### src/rtl/shift_deserializer_pkg.sv
// Shared state encodings and defaults for the serial-to-parallel receiver.
package shift_deserializer_pkg;

  localparam int unsigned DESER_DEFAULT_WIDTH = 16;

  typedef enum logic {
    DESER_IDLE  = 1'b0,
    DESER_ACCUM = 1'b1
  } deser_state_e;

  typedef enum logic {
    BUF_EMPTY = 1'b0,
    BUF_FULL  = 1'b1
  } buf_state_e;

endpackage

### src/rtl/shift_deserializer_out_buffer.sv
// One-entry valid/ready holding register for completed words, with overrun pulse.
module shift_deserializer_out_buffer
  import shift_deserializer_pkg::*;
#(
  parameter int unsigned WIDTH = DESER_DEFAULT_WIDTH
) (
  input  logic             clk,
  input  logic             rst_n,
  input  logic             load_i,
  input  logic [WIDTH-1:0] word_i,
  input  logic             ready_i,
  output logic [WIDTH-1:0] word_o,
  output logic             valid_o,
  output logic             overrun_o
);

  buf_state_e       state_q, state_d;
  logic [WIDTH-1:0] word_q, word_d;
  logic             overrun_q, overrun_d;

  always_ff @(posedge clk) begin
    if (!rst_n) begin
      state_q   <= BUF_EMPTY;
      word_q    <= '0;
      overrun_q <= 1'b0;
    end else begin
      state_q   <= state_d;
      word_q    <= word_d;
      overrun_q <= overrun_d;
    end
  end

  // A full buffer accepts a new word only if the old one drains on the same edge.
  always_comb begin
    state_d   = state_q;
    word_d    = word_q;
    overrun_d = 1'b0;
    case (state_q)
      BUF_EMPTY: begin
        if (load_i) begin
          word_d  = word_i;
          state_d = BUF_FULL;
        end
      end
      BUF_FULL: begin
        if (ready_i) begin
          state_d = BUF_EMPTY;
        end
        if (load_i) begin
          if (ready_i) begin
            word_d  = word_i;
            state_d = BUF_FULL;
          end else begin
            overrun_d = 1'b1;
          end
        end
      end
      default: state_d = BUF_EMPTY;
    endcase
  end

  assign word_o    = word_q;
  assign valid_o   = (state_q == BUF_FULL);
  assign overrun_o = overrun_q;

endmodule

### src/rtl/shift_deserializer.sv
// Serial-to-parallel receiver: shifts sampled bits into a WIDTH-bit word and hands
// completed words to a one-entry valid/ready output buffer.
module shift_deserializer
  import shift_deserializer_pkg::*;
#(
  parameter int unsigned WIDTH     = DESER_DEFAULT_WIDTH,
  parameter bit          MSB_FIRST = 1'b1
) (
  input  logic                     clk,
  input  logic                     rst_n,
  input  logic                     serialIn,
  input  logic                     serialValid,
  input  logic                     frameStart,
  output logic [WIDTH-1:0]         wordOut,
  output logic                     wordValid,
  input  logic                     wordReady,
  output logic                     overrun,
  output logic [$clog2(WIDTH):0]   bitCount
);

  localparam int unsigned CW = $clog2(WIDTH) + 1;

  deser_state_e     state_q, state_d;
  logic [WIDTH-1:0] acc_q, acc_d;
  logic [CW-1:0]    cnt_q, cnt_d;
  logic [WIDTH-1:0] acc_base_c;
  logic [WIDTH-1:0] shifted_c;
  logic [CW-1:0]    cnt_base_c;
  logic             load_c;

  always_ff @(posedge clk) begin
    if (!rst_n) begin
      state_q <= DESER_IDLE;
      acc_q   <= '0;
      cnt_q   <= '0;
    end else begin
      state_q <= state_d;
      acc_q   <= acc_d;
      cnt_q   <= cnt_d;
    end
  end

  // frameStart restarts the word before this cycle's bit is sampled.
  always_comb begin
    state_d    = state_q;
    acc_d      = acc_q;
    cnt_d      = cnt_q;
    load_c     = 1'b0;
    acc_base_c = frameStart ? '0 : acc_q;
    cnt_base_c = (frameStart || state_q == DESER_IDLE) ? '0 : cnt_q;
    shifted_c  = MSB_FIRST ? {acc_base_c[WIDTH-2:0], serialIn}
                           : {serialIn, acc_base_c[WIDTH-1:1]};
    if (frameStart && !serialValid) begin
      acc_d   = '0;
      cnt_d   = '0;
      state_d = DESER_IDLE;
    end else if (serialValid) begin
      acc_d = shifted_c;
      if (cnt_base_c == CW'(WIDTH - 1)) begin
        load_c  = 1'b1;
        cnt_d   = '0;
        state_d = DESER_IDLE;
      end else begin
        cnt_d   = cnt_base_c + CW'(1);
        state_d = DESER_ACCUM;
      end
    end
  end

  shift_deserializer_out_buffer #(.WIDTH(WIDTH)) u_out_buffer (
    .clk       (clk),
    .rst_n     (rst_n),
    .load_i    (load_c),
    .word_i    (shifted_c),
    .ready_i   (wordReady),
    .word_o    (wordOut),
    .valid_o   (wordValid),
    .overrun_o (overrun)
  );

  assign bitCount = cnt_q;

endmodule

### config.mk
export PLATFORM = sky130hd
export DESIGN_NAME = shift_deserializer
export DESIGN_NICKNAME = d
export VERILOG_FILES = /design/src/rtl/shift_deserializer_pkg.sv /design/src/rtl/shift_deserializer_out_buffer.sv /design/src/rtl/shift_deserializer.sv
export SDC_FILE = /design/constraint.sdc
export NUM_CORES = 1
export LEC_CHECK = 0
export ABC_AREA = 1
export CORE_UTILIZATION = 55
export DETAILED_ROUTE_END_ITERATION = 8
export PLACE_DENSITY = 0.83
export SYNTH_ARGS = -nofsm -noshare
export SYNTH_HDL_FRONTEND = slang
export SYNTH_SLANG_ARGS = --single-unit
export TNS_END_PERCENT = 5
### constraint.sdc
create_clock -name clk -period 3.2 [get_ports clk]
set_input_delay 0.32 -clock clk [delete_from_list [all_inputs] [get_ports clk]]
set_output_delay 0.32 -clock clk [all_outputs]
set_load 0.01 [all_outputs]
* Word-level counts from Yosys, hierarchy flattened
Cells that the tools add are included. Widths: inputs -> output; s select.
Storage, ports and cells: register bits 39, logic and storage cells 36, bits of input ports 6, output and inout port bits 23
Cells by class: add/subtract/negate cells 1, equality and inequality tests 4, bitwise operators 3, multiplexer cells 16, reductions and logical operators 6
Operators by type and width (number):
- $mux 16 | 3
- $pmux 16 s2 | 1
- $mux 15 | 1
- $mux 5 | 2
- $mux 1 | 8
- $ne 2x2->1 const B | 3
- $reduce_and 3->1 | 2
- $add 5x1->5 const B | 1
- $eq 5x4->1 const B | 1
- $not 1->1 | 3
- $pmux 1 s2 | 1
- $reduce_or 2->1 | 1
- $logic_and 1x1->1 | 1
- $logic_not 1->1 | 1
- $logic_or 1x1->1 | 1

* Depth between registers and ports, before layout
word-level depth 9, depth in mapped cells 12, gate-level depth less buffers 12

* Cells and area by module
From an unflattened synthesis, not the netlist that was laid out.
Second synthesis, totals: cells, all modules 245, area total of the unflattened synthesis 1840.5 µm²
Modules (own cells, without submodules):
- shift_deserializer | area each 998.5 µm², instances 1, cells an instance 132, seq. area each 420.4 µm²
- shift_deserializer_out_buffer | area each 842.1 µm², instances 1, cells an instance 113, seq. area each 360.3 µm²

* Least setup slack after synthesis
No wires, ideal clock.
path type flip-flop to flip-flop, start register state_q, end register u_out_buffer.word_q[11], in the netlist u_out_buffer.word_o[11], setup slack 1.551 ns, required time 3.087 ns, arrival 1.536 ns, cell stages (with the launch flop) 12, setup time 0.113 ns, buffers on the path 1, clock period less this slack 1.649 ns, cell sequence dfxtp_1 > inv_1 > nor2_1 > nand2_1 > inv_1 > ha_1 > nand2_1 > nor2_4 > nand4_4 > buf_2 > nor2_1 > nor2_1
On the way: word-level cells in the longest chain between the ends 9, elaborated cells between the ends (all ways) 10, those cells by class 3 x eq/ne; 4 x mux; 1 x bitwise; 2 x reduce/logical
Ends and longest elaborated chain:
- start: declaration | RTL line shift_deserializer.sv:23 | deser_state_e state_q, state_d;
- start signal: assignment | RTL line shift_deserializer.sv:37 | state_q <= state_d;
- $not 1->1 * | RTL line shift_deserializer.sv:50 | cnt_base_c = (frameStart || state_q == DESER_IDLE) ? '0 : cnt_q;
- $logic_or 1x1->1 * | RTL line shift_deserializer.sv:50
- $mux 5 * | RTL line shift_deserializer.sv:50
- $eq 5x4->1 * | RTL line shift_deserializer.sv:59 | if (cnt_base_c == CW'(WIDTH - 1)) begin
- $mux 1 * | RTL line shift_deserializer.sv:59
- $mux 1 * | RTL line shift_deserializer.sv:57 | end else if (serialValid) begin
- $mux 1 * | RTL line shift_deserializer.sv:53 | if (frameStart && !serialValid) begin
- $ne 2x2->1 (no source line)
- $reduce_and 3->1 (no source line) *
- end signal: assignment | RTL line shift_deserializer_out_buffer.sv:28 | word_q <= word_d;
- end: declaration | RTL line shift_deserializer_out_buffer.sv:18 | logic [WIDTH-1:0] word_q, word_d;
Mark *: on every way between the ends. The rest lies on a longest branch, timed or not. A chain may end at the register's enable or synchronous reset.

* Final worst setup path
start input port frameStart, end register u_out_buffer.word_q[15], in the netlist u_out_buffer.word_o[15]
On the way: word-level cells in the longest chain between the ends 8, elaborated cells between the ends (all ways) 15, those cells by class 3 x eq/ne; 9 x mux; 3 x reduce/logical
Ends and longest elaborated chain:
- start: declaration | RTL line shift_deserializer.sv:13 | input logic frameStart,
- $logic_or 1x1->1 | RTL line shift_deserializer.sv:50
- $mux 5 | RTL line shift_deserializer.sv:50
- $eq 5x4->1 | RTL line shift_deserializer.sv:59
- $mux 1 | RTL line shift_deserializer.sv:59
- $mux 1 | RTL line shift_deserializer.sv:57
- $mux 1 | RTL line shift_deserializer.sv:53
- $ne 2x2->1 (no source line)
- $reduce_and 3->1 (no source line)
Several ways; a longest one is shown, not always the timed one. The select of a mux whose other input is x is not followed.

==> results.ini <==
[status]
outcome=complete, but fails checks
failed_checks=design-rule violations

[placement]
io_buffers=28
globalplace.congestion=0.859
placed_cells=291
pre_cts_slack_ns=0.741
dp_hpwl_um=2230

[pwr]
sw_frac_of_total_pct=22.1
seqPwrFrac_pct=55.6
switching_power_mw=0.199
p_comb_share_pct=6.4
ir_drop_v=0.000442
power_density_nw_per_um2=438
clkPwrFrac_pct=38.0
p_leak_nw=0.930
p_int_mw=0.701

[critical_path]
max_stage_delay_ns=0.39
path_cells=clkdlybuf4s50_1 > buf_4 > nor2_1 > nand2_1 > inv_1 > ha_1 > nand2_1 > nor2_4 > nand4_4 > a21oi_1 > nor2_1
worst-setup-path-type=input pin to flop
cp_max_fo=31
cp-end-kind=flop
reg2reg_to=u_out_buffer.word_o[15]
required_ns=3.45
cp-start-kind=input pin
reg2reg_from=state_q
reg2reg_slack_ns=1.19
critPathSlowestCell=clkdlybuf4s50_1
crit_arrival_ns=2.34
reg2reg_depth=10

[clocking]
clkLatencyLatePin_ns=0.35
numCtsBuffers=5
cts_tree=built
clockBufferDepth=2
cts_setup_buffers=0
cts.repair.resized=0
htree_levels=2
cts_sinks=39
clk_pin_slew_ns=0.12
hold_buffers=0
root_buffer=clkbuf_4

[logic_synthesis]
synthTopCellsByArea=dfxtp_1 (46%), nand2_1 (11%), nor2_1 (11%)
synthCells=240
synth_nets=247
ys_warn_count=0
syn_area_per_cell_um2=7.04
yosysTopAreaCell=dfxtp_1
ys_seq_elements=39
syn_area_um2=1690
seq_area_frac_synth_pct=46.2
synth.distinct_cells=25
yosysTopAreaCellShare_pct=46.2

[finish]
synthToLayoutAreaGrowth_pct=21.6
layoutNonFillerInstCount=299
diodes=0
multi_input_area_um2=686
regArea_um2=781
drive_gt1_share_pct=7.09
finalCoreUtilization_pct=72.6
fill_cells=240
fin_nets=274

[sta]
hold_violations=0
max_freq_mhz=477
postLayoutSetupSlackWorst_ns=1.10
finalMaxSlewViolations=0
finalSetupTns_ns=0
fin_crit_ns=2.10
tightest_slew_ns=0.434
finClkSkew_ns=0.0122
maxSlewHeadroom_pct=71.1
setup_viol=0
timing.final.crit_share_pct=65.5
rsz0062_at_grt=false

[die]
die_h_um=57.4
dieArea_um2=3300
coreArea_um2=2830
ios=29
rows=19
die_x_um=57.4
initial_core_util_pct=59.7

[min_path]
hp-class=flop to flop
holdPathEnd=acc_q[7]
hp-start=acc_q[7]
worstHoldPathCells=2

[drt]
ant_nets=0
drc_errors=2
first_pass_iters=7
routed_wirelength_um=3210
wl_per_cell_um=10.7
via_count=1414
viasPerCell=4.73
drtIter0Drc=70

[global_route]
antenna_found_initial=0
grt-ovfl-total=0
grt_pass1_vias=1310
track_usage_pct=22.1
grt_max_degree=32
grt_pass1_wl_um=5530

[run]
maxCapViolCount=0

==> worst max-delay path, delay by kind of cell <==
| family | cells | cell delay, ns |
|---|---|---|
| AND/OR/NAND/NOR | 6 | 0.95 |
| buffers and inverters | 3 | 0.65 |
| AO/OA/AOI/OAI | 1 | 0.25 |
| adder cells (fa/ha/maj) | 1 | 0.16 |
==> area by class of cell <==
cell class	instances	share of cell area (%)
Clock inverter	2	1.71
Timing Repair Buffer	32	15.1
Inverter	40	7.43
Multi-Input combinational cell	149	33.4
Clock buffer	6	2.50
Sequential cell	39	38.0
Tap cell	31	1.89
==> cells in the final DEF (no fill, tap or decap), drive strengths merged, types with 4 or more instances in the layout <==
cell and instances:
clkbuf 6, nand2 51, inv 40, nor2 52
dfxtp 39, clkdlybuf4s50 28, o21ai 15, a21oi 19
buf 4
==> registers in the layout, indices dropped and copies added, names as in the netlist <==
signal / count
acc_q: 15
u_out_buffer.overrun_o: 1
u_out_buffer.word_o: 16
u_out_buffer.valid_o: 1
bitCount: 5
state_q: 1
==> worst max path at each step <==
| stage | start | slack [ns] | depth (start not counted) | to |
|---|---|---|---|---|
| 2_1_floorplan | state_q | 1.55 | 11 | u_out_buffer.word_o[11] |
| 6_report | frameStart | 1.10 | 11 | u_out_buffer.word_o[15] |
| 5_1_grt | frameStart | 0.92 | 11 | u_out_buffer.word_o[15] |
| 4_1_cts | frameStart | 1.11 | 11 | u_out_buffer.word_o[9] |
| 3_3_place_gp | frameStart | 0.79 | 11 | u_out_buffer.word_o[15] |
| 3_5_place_dp | frameStart | 0.74 | 11 | u_out_buffer.word_o[15] |
==> power groups by stage <==
stage          clock (mW)  sequential, mW  combinational [mW]
6_report            0.342           0.500              0.0576
3_3_place_gp            0           0.511              0.0570
4_1_cts             0.350           0.500              0.0576
3_5_place_dp            0           0.511              0.0572
2_1_floorplan           0           0.510              0.0389
5_1_grt             0.367           0.501              0.0645
==> cells in the mapped netlist <==
library cell,count
o21ai_1,3
inv_1,37
clkbuf_2,1
clkbuf_1,2
nand2_1,51
nand4_1,1
xnor2_1,1
and3_1,1
dfxtp_1,39
buf_2,7
nand3_4,1
a21oi_1,19
nand3_1,1
inv_2,2
nor2_4,1
o211ai_1,2
nand4_4,1
a211oi_1,1
buf_6,2
o21ai_4,1
inv_4,1
nor2_1,51
nor3_1,2
ha_1,1
o21ai_0,11
==> layer usage <==
metal,share of wire [%],vias to the layer above,GRT usage (%)
li1,-,779,-
met1,48,611,26.0
met2,47,20,37.5
met3,3.7,4,4.76
met4,1.4,0,11.5
met5,0,-,0
==> kinds of logic (layout without fill, tap and decap cells) <==
logic type | Yosys count | count (layout) | synth area share, %
adder cells (fa/ha/maj) | 1 | 1 | 0.741
buffers and inverters | 52 | 80 | 13.2
AO/OA/AOI/OAI | 37 | 37 | 12.1
AND/OR/NAND/NOR | 110 | 110 | 27.3
flip-flops | 39 | 39 | 46.2
XOR/XNOR | 1 | 1 | 0.519
==> stage by stage <==
stage                     power, mW  hold WS [ns]  area, um2
after global routing          0.933         0.482       2050
after detailed placement      0.568         0.446       1970
after CTS                     0.908         0.463       2050
after global placement        0.568         0.443       1970
final                         0.900         0.461       2050
after floorplan               0.549         0.434       1690
Power figures use the tool's default switching activity.
